## config.mk

```make
export PLATFORM = sky130hd
export DESIGN_NAME = fetch_pc_gen
export DESIGN_NICKNAME = d
export VERILOG_FILES = /design/src/rtl/fetch_pc_gen_pkg.sv /design/src/rtl/fetch_pc_gen_static_predictor.sv /design/src/rtl/fetch_pc_gen.sv
export SDC_FILE = /design/constraint.sdc
export NUM_CORES = 1
export LEC_CHECK = 0
export BUFFER_PORTS_ARGS = -buffer_cell sky130_fd_sc_hd__buf_2
export CORE_UTILIZATION = 50
export DETAILED_ROUTE_END_ITERATION = 12
export GPL_ROUTABILITY_DRIVEN = 0
export PLACE_DENSITY_LB_ADDON = 0.05
export SLEW_MARGIN = 20
export SYNTH_ARGS = -nofsm -noshare
export SYNTH_HDL_FRONTEND = slang
export SYNTH_SLANG_ARGS = --single-unit
```

## constraint.sdc

```tcl
create_clock -name clk -period 5.05 [get_ports clk]
set_clock_uncertainty 0.1 [all_clocks]
set_input_delay 1.01 -clock clk [delete_from_list [all_inputs] [get_ports clk]]
set_output_delay 1.01 -clock clk [all_outputs]
set_load 0.05 [all_outputs]
```

## src/rtl/fetch_pc_gen_pkg.sv

```systemverilog
// Shared types and constants for the fetch-stage PC generator and its predictor.
// Optional feature macro used by this slice: FETCH_STATIC_PRED_EN.
package fetch_pc_gen_pkg;

  localparam int unsigned INSTR_WIDTH = 32;
  localparam int unsigned ADDR_WIDTH  = 32;

  localparam logic [6:0] OPC_JAL    = 7'b1101111;
  localparam logic [6:0] OPC_BRANCH = 7'b1100011;

  // One FIFO entry, MSB to LSB: instruction, its PC, prediction, predicted target
  typedef struct packed {
    logic [INSTR_WIDTH-1:0] instr;
    logic [ADDR_WIDTH-1:0]  pc;
    logic                   pred_taken;
    logic [ADDR_WIDTH-1:0]  target_pc;
  } fetch_entry_t;

  localparam int unsigned ENTRY_WIDTH = $bits(fetch_entry_t);

  typedef enum logic [1:0] {
    FETCH   = 2'd0,
    MISS    = 2'd1,
    BLOCKED = 2'd2
  } fetch_state_e;

endpackage

```

## src/rtl/fetch_pc_gen_static_predictor.sv

```systemverilog
// Static branch predictor: JAL always taken, conditional branches taken when
// backward (sign bit of the offset set), everything else falls through.
// Only built when FETCH_STATIC_PRED_EN is defined; otherwise the file is empty.
`ifdef FETCH_STATIC_PRED_EN
module fetch_pc_gen_static_predictor
  import fetch_pc_gen_pkg::*;
(
  input  logic [INSTR_WIDTH-1:0] instr,
  input  logic [ADDR_WIDTH-1:0]  pc,
  output logic                   pred_taken_c,
  output logic [ADDR_WIDTH-1:0]  target_pc_c
);

  logic signed [20:0]    j_off;
  logic signed [12:0]    b_off;
  logic [ADDR_WIDTH-1:0] j_imm;
  logic [ADDR_WIDTH-1:0] b_imm;
  logic                  is_jal;
  logic                  is_branch;

  // Reassemble the scrambled J/B immediates and sign-extend to address width
  assign j_off     = {instr[31], instr[19:12], instr[20], instr[30:21], 1'b0};
  assign b_off     = {instr[31], instr[7], instr[30:25], instr[11:8], 1'b0};
  assign j_imm     = ADDR_WIDTH'(j_off);
  assign b_imm     = ADDR_WIDTH'(b_off);
  assign is_jal    = (instr[6:0] == OPC_JAL);
  assign is_branch = (instr[6:0] == OPC_BRANCH);

  // Select prediction and target; sums wrap at address width
  always_comb begin
    pred_taken_c = 1'b0;
    target_pc_c  = pc + ADDR_WIDTH'(4);
    if (is_jal) begin
      pred_taken_c = 1'b1;
      target_pc_c  = pc + j_imm;
    end else if (is_branch && instr[31]) begin
      pred_taken_c = 1'b1;
      target_pc_c  = pc + b_imm;
    end
  end

endmodule
`endif

```

## src/rtl/fetch_pc_gen.sv

```systemverilog
// Fetch PC generator: owns the fetch PC, looks up the icache, optionally
// predicts branches, and offers one registered entry per hit to the fetch FIFO.
// Optional static prediction is enabled with the macro FETCH_STATIC_PRED_EN.
module fetch_pc_gen
  import fetch_pc_gen_pkg::*;
#(
  parameter logic [ADDR_WIDTH-1:0] RESET_PC = '0
) (
  input  logic                   clk,
  input  logic                   rst_aL,
  output logic                   icache_req_valid,
  output logic [ADDR_WIDTH-1:0]  icache_req_addr,
  input  logic                   icache_hit,
  input  logic [INSTR_WIDTH-1:0] icache_instr,
  input  logic                   fifo_ready_enq,
  output logic                   fifo_valid_enq,
  output logic [ENTRY_WIDTH-1:0] fifo_data_enq,
  input  logic                   redirect_valid,
  input  logic [ADDR_WIDTH-1:0]  redirect_pc,
  output logic                   fetch_stall
);

  fetch_state_e          state_q;
  fetch_state_e          state_d;
  logic [ADDR_WIDTH-1:0] pc_q;
  logic                  out_valid_q;
  fetch_entry_t          out_data_q;

  logic                  can_adv;
  logic                  capture;
  logic                  pred_taken;
  logic [ADDR_WIDTH-1:0] target_pc;
  logic [ADDR_WIDTH-1:0] next_pc;
  logic [ADDR_WIDTH-1:0] pc_plus4;
  logic [ADDR_WIDTH-1:0] redirect_aligned;
  fetch_entry_t          packet;
  logic [1:0]            unused_redirect_bits;

  // Output register is free, or is being drained this cycle
  assign can_adv          = !out_valid_q || fifo_ready_enq;
  assign capture          = icache_hit && icache_req_valid;
  assign pc_plus4         = pc_q + ADDR_WIDTH'(4);
  assign redirect_aligned = {redirect_pc[ADDR_WIDTH-1:2], 2'b00};
  assign unused_redirect_bits = redirect_pc[1:0];

`ifdef FETCH_STATIC_PRED_EN
  fetch_pc_gen_static_predictor u_static_predictor (
    .instr        (icache_instr),
    .pc           (pc_q),
    .pred_taken_c (pred_taken),
    .target_pc_c  (target_pc)
  );
`else
  assign pred_taken = 1'b0;
  assign target_pc  = pc_plus4;
`endif

  assign next_pc = target_pc;

  assign packet = '{
    instr:      icache_instr,
    pc:         pc_q,
    pred_taken: pred_taken,
    target_pc:  target_pc
  };

  // State register
  always_ff @(posedge clk or negedge rst_aL) begin
    if (!rst_aL) begin
      state_q <= FETCH;
    end else begin
      state_q <= state_d;
    end
  end

  // Next state: redirect wins, otherwise track miss / back-pressure
  always_comb begin
    state_d = state_q;
    if (redirect_valid) begin
      state_d = FETCH;
    end else begin
      case (state_q)
        FETCH, MISS: begin
          if (!can_adv) begin
            state_d = BLOCKED;
          end else if (icache_hit) begin
            state_d = FETCH;
          end else begin
            state_d = MISS;
          end
        end
        BLOCKED: begin
          if (fifo_ready_enq) begin
            state_d = FETCH;
          end
        end
        default: state_d = FETCH;
      endcase
    end
  end

  // Handshake and status outputs
  always_comb begin
    icache_req_valid = 1'b0;
    fifo_valid_enq   = 1'b0;
    fetch_stall      = 1'b0;
    icache_req_valid = can_adv && !redirect_valid;
    fifo_valid_enq   = out_valid_q && !redirect_valid;
    fetch_stall      = (state_q == MISS) || (state_q == BLOCKED);
  end

  assign icache_req_addr = pc_q;
  assign fifo_data_enq   = out_data_q;

  // PC and output entry register: redirect reloads PC and squashes the entry
  always_ff @(posedge clk or negedge rst_aL) begin
    if (!rst_aL) begin
      pc_q        <= RESET_PC;
      out_valid_q <= 1'b0;
      out_data_q  <= '0;
    end else if (redirect_valid) begin
      pc_q        <= redirect_aligned;
      out_valid_q <= 1'b0;
    end else if (capture) begin
      pc_q        <= next_pc;
      out_valid_q <= 1'b1;
      out_data_q  <= packet;
    end else if (fifo_ready_enq) begin
      out_valid_q <= 1'b0;
    end
  end

endmodule

```

== Word level (Yosys, flattened, before mapping) ==
Index checks and enable logic that the tools add are counted.
Word-level totals
  register bits: 131
  input bits: 69
  output and inout port bits: 132
  word-level logic and storage cells: 33
Operators by class
  $add $sub $neg: 1
  equal/unequal tests: 3
  muxes and demuxes: 10
  bitwise operators: 1
  reduce and logical (&&, ||, !) cells: 12
Operators by type and width (count)
  2-to-1 mux 32 bit: 2
  adder 32 x 3 -> 32 bit (second input constant): 1
  2-to-1 mux 2 bit: 3
  2-to-1 mux 1 bit: 4
  case mux 2 bit (2 select lines): 1
  logical AND 1 bit: 3
  != test 3 bit (second input constant): 1
  nonzero test 3 bit: 1
  == test 2 x 1 -> 1 bit (second input constant): 1
  == test 2 bit (second input constant): 1
  zero test 1 bit: 2
  zero test 2 bit: 1
  logical OR 1 bit: 2
  AND reduction 2 bit: 1
  nonzero test 2 bit: 1
  OR reduction 2 bit: 1
  inverter 1 bit: 1

== Depth between registers and ports, before layout ==
  depth in word-level cells: 6
  mapped depth: 8
  depth with buffers taken out: 6

== Least setup slack after synthesis ==
OpenSTA, ideal clock, no wires.
  path kind: in2out
  start point: input port redirect_valid
  end point: output port fifo_valid_enq
  arrival: 2.109 ns
  data required time: 3.940 ns
  slack: 1.831 ns
  stages: 3
  path buffers: 2
  cell sequence: clkbuf_1 > clkbuf_1 > nor2b_1
On the way
  word-level cells in the longest chain between the ends: 2
Ends and longest elaborated chain
  from (decl): RTL line fetch_pc_gen.sv:18  | input logic redirect_valid,
  zero test 1 bit: RTL line fetch_pc_gen.sv:108  | fifo_valid_enq = out_valid_q && !redirect_valid;
  logical AND 1 bit: RTL line fetch_pc_gen.sv:108
  to (decl): RTL line fetch_pc_gen.sv:16  | output logic fifo_valid_enq,
No other way between the ends.

== Worst setup path in the final report ==
  start point: input port redirect_valid
  end point: register pc_q[16] (netlist: icache_req_addr[16])
On the way
  word-level cells in the longest chain between the ends: 4
  elaborated cells on any way between the ends: 5
  those cells by class: mux: 1; reduce/logical: 4
Ends and longest elaborated chain
  zero test 1 bit: RTL line fetch_pc_gen.sv:107  | icache_req_valid = can_adv && !redirect_valid;
  logical AND 1 bit: RTL line fetch_pc_gen.sv:107
  logical AND 1 bit: RTL line fetch_pc_gen.sv:41  | assign capture = icache_hit && icache_req_valid;
  nonzero test 2 bit (no source line)
  to (signal assigned): RTL line fetch_pc_gen.sv:122  | pc_q <= redirect_aligned;
  to (signal assigned): RTL line fetch_pc_gen.sv:125  | pc_q <= next_pc;
  to (decl): RTL line fetch_pc_gen.sv:25  | logic [ADDR_WIDTH-1:0] pc_q;
Several ways; a longest one is shown, not always the timed one.
A chain may end at the register's enable or synchronous reset.

==> metrics.txt <==
status finished, final reports clean; antenna violations before repair 1; Simple-Gate Fraction of Synth Area 25.0%; Via density 5.20; VDD IR-drop max 0.000242 V; Worst Setup SP redirect_valid; endpoints failing setup 0; slowest stage cell, crit path clkinv_1; #FFs+latches synth 125; CP Capture Type flop; pin count of the biggest net entering global routing 126; area delta synth->final 28.5%; worst reg2reg path startpoint icache_req_addr[2]$_DFFE_PN0P_; first-pass GRT wire length 23200 um; hold_ws 368 ps; Multi-input gate area 0.00234 mm2; post-cts resize count 0; row count 38; Slew HR 30.0%; crit path time final 3240 ps; Unique masters post-synth 47; Filler cells 952; Seq/Total Area, Yosys 55.3%; IO buf count 191; largest area contributor in the netlist dfrtp_1; Total Nets Final 863; top post-synthesis cells by area dfrtp_1, nand2_1, xor2_1; synthesized instance count between 600 and 700; Final Hold Fails 0; die width 108 um; pwr/cell area 476 mW/mm2; I/O Pins ~200; Synth Area in Compound Gates between 10% and 20%; Leak 0.00378 uW; Slew Limit Fails 0; share of Yosys cell area claimed by the top area cell type a little under three fifths; Worst-Margin Slew 1050 ps; Worst EP arrival approximately 3500 ps; CTS tree done; DR WL/cell ~15 um; Reg2Reg Depth 6; cts bufs inserted 17; Worst-Skew Late Latency around 410 ps; Initial Util 51.7%; final worst-path cycle share 64.2%; Crit Path Class in -> reg; commonest cells after routing, fill and taps aside nand2_1, buf_2, dfrtp_1, o21ai_0; Die ar. 0.0117 mm2; RSZ-0062 raised after global routing no; post-synthesis adder-cell area fraction 0.886%; commonest non-fill, non-tap cell in the layout nand2_1; fraction of layout cells with a size suffix above 1 29.5%; root buffer cell clkbuf_16; Max Cap Viol 0; CP max FO 45; critical path startpoint category input pin; setup TNS 0 ps; HP Class reg -> reg; cells along the critical path buf_2, buf_4, clkinv_1, and3_2, buf_4, nor2_1, a22oi_1, o21ai_0; Most Frequent Cell on Critical Path buf_4; GRT Overall Usage approximately 26%; Worst Path Required 5260 ps; Post-synth EDFFs 0; Synth Area per Inst 9.16 um2; DR pass1 iterations 4; slowest cell delay on critical path 630 ps; sequential cell area roughly 0.0031 mm2; Clock Tree Buf Depth 2; Post-synth ARST share 100%; ys flop type dfrtp_1; Syn. warnings 0; mux cell area share after synthesis 0%; Vias a little under 5000; total gr overflow 0; Post-Route WL 14400 um; vias in the first global route 4754; main combinational cell family by area after synthesis simple AND/OR/NAND/NOR gates; cell area after synthesis 0.00565 mm2; postcts setup bufs 0; antenna cells 0; DRT antenna net count 0; Hold Path Depth 2; post-route DRC violation count 0; core area about 0.011 mm2; CTS Hold Buffers Added 0; CTS sink cnt between 100 and 150; Worst-path clk slew 60 ps; hpwl dp 9400 um; worst hold path startpoint fifo_data_enq[89]$_DFFE_PN0P_; XOR/XNOR Fraction of Synth Area 4.34%; f_max 0.309 GHz; H-tree depth 4; First DRT Iteration DRCs around 310; Die Y 108 um
## critical path, delay by kind of cell
kind	cells	cell delay, ps
buffers and inverters	4	1380
and+or+nand+nor	2	810
AOI/OAI and AO/OA	2	230
## synth_stat cells, types with 2 or more instances
| cell | instances |
|---|---|
| a21oi_1 | 14 |
| a221o_1 | 9 |
| a22oi_1 | 3 |
| a31o_2 | 2 |
| and2_1 | 4 |
| and3_1 | 5 |
| and4_1 | 5 |
| buf_1 | 2 |
| buf_2 | 7 |
| buf_4 | 7 |
| clkbuf_1 | 31 |
| dfrtp_1 | 125 |
| ha_1 | 4 |
| inv_1 | 3 |
| nand2_1 | 240 |
| nand2b_1 | 2 |
| nand3_1 | 13 |
| nand4_1 | 8 |
| nor2_1 | 21 |
| nor2b_1 | 2 |
| nor3_1 | 4 |
| nor3b_1 | 6 |
| o211ai_1 | 13 |
| o21ai_0 | 27 |
| o311ai_0 | 9 |
| o31ai_1 | 2 |
| or3_1 | 2 |
| or4_1 | 2 |
| xnor2_1 | 7 |
| xor2_1 | 21 |
## registers in the layout, indices dropped and copies added (netlist names)
register	flops
fifo_data_enq	92
icache_req_addr	30
state_q	2
out_valid_q	1
## logic make-up after synthesis
group                      after synthesis
AOI/OAI and AO/OA                       86
buffers and inverters                   51
other                                    1
and+or+nand+nor                        322
xor gates and xnor gates                28
adders and majority gates                4
DFF                                    125
## routing by layer
| layer | track usage, % | vias up | part of all wire [%] | wire length, um |
|---|---|---|---|---|
| li1 | - | 2394 | - | - |
| met1 | 34.3 | 2319 | 45 | 6400 |
| met2 | 39.9 | 174 | 47 | 6760 |
| met3 | 7.84 | 10 | 7.4 | 1070 |
| met4 | 8.20 | 2 | 0.93 | 133 |
| met5 | 0 | - | 0.070 | 10 |
## metrics by stage
| step | cell area (um2) | cells | total power (uW) | util (%) | worst slack (ps) |
|---|---|---|---|---|---|
| 4_1_cts | 7250 | 943 | 3480 | 66.3 | 1840 |
| 5_1_grt | 7260 | 943 | 3610 | 66.4 | 1590 |
| 3_5_place_dp | 6640 | 911 | 2230 | 60.7 | 1420 |
| 2_1_floorplan | 5670 | 623 | 1970 | - | 1830 |
| 3_3_place_gp | 6640 | 911 | 2210 | 60.7 | 1440 |
| 6_report | 7260 | 943 | 3450 | 66.4 | 1810 |
## area by class of cell
cell class	count	area share, %
inverters	4	0.207
clock buffers	22	6.53
multi-input cells	447	32.2
well taps	140	2.41
clock inverters	10	1.90
flip-flops and latches	125	43.1
repair buffers	195	13.7
## path summary, 6_finish.rpt
path / end / slack (ps)
min reg2reg: fifo_data_enq[89]$_DFFE_PN0P_ / 370
max reg2reg: icache_req_addr[24]$_DFFE_PN0P_ / 2380
max: icache_req_addr[16]$_DFFE_PN0P_ / 1810
min: fifo_data_enq[89]$_DFFE_PN0P_ / 370
max in group asynchronous: fifo_data_enq[7]$_DFFE_PN0P_ / 3450
min in group asynchronous: fifo_data_enq[89]$_DFFE_PN0P_ / 590
## power breakdown
part	internal, uW	leakage, uW	switching, uW	total (uW)
sequential	1150	0.00154	109	1250
combinational	204	0.00194	750	954
clock	814	0.000296	431	1250
Note: power is estimated with default switching activity, not from simulation.
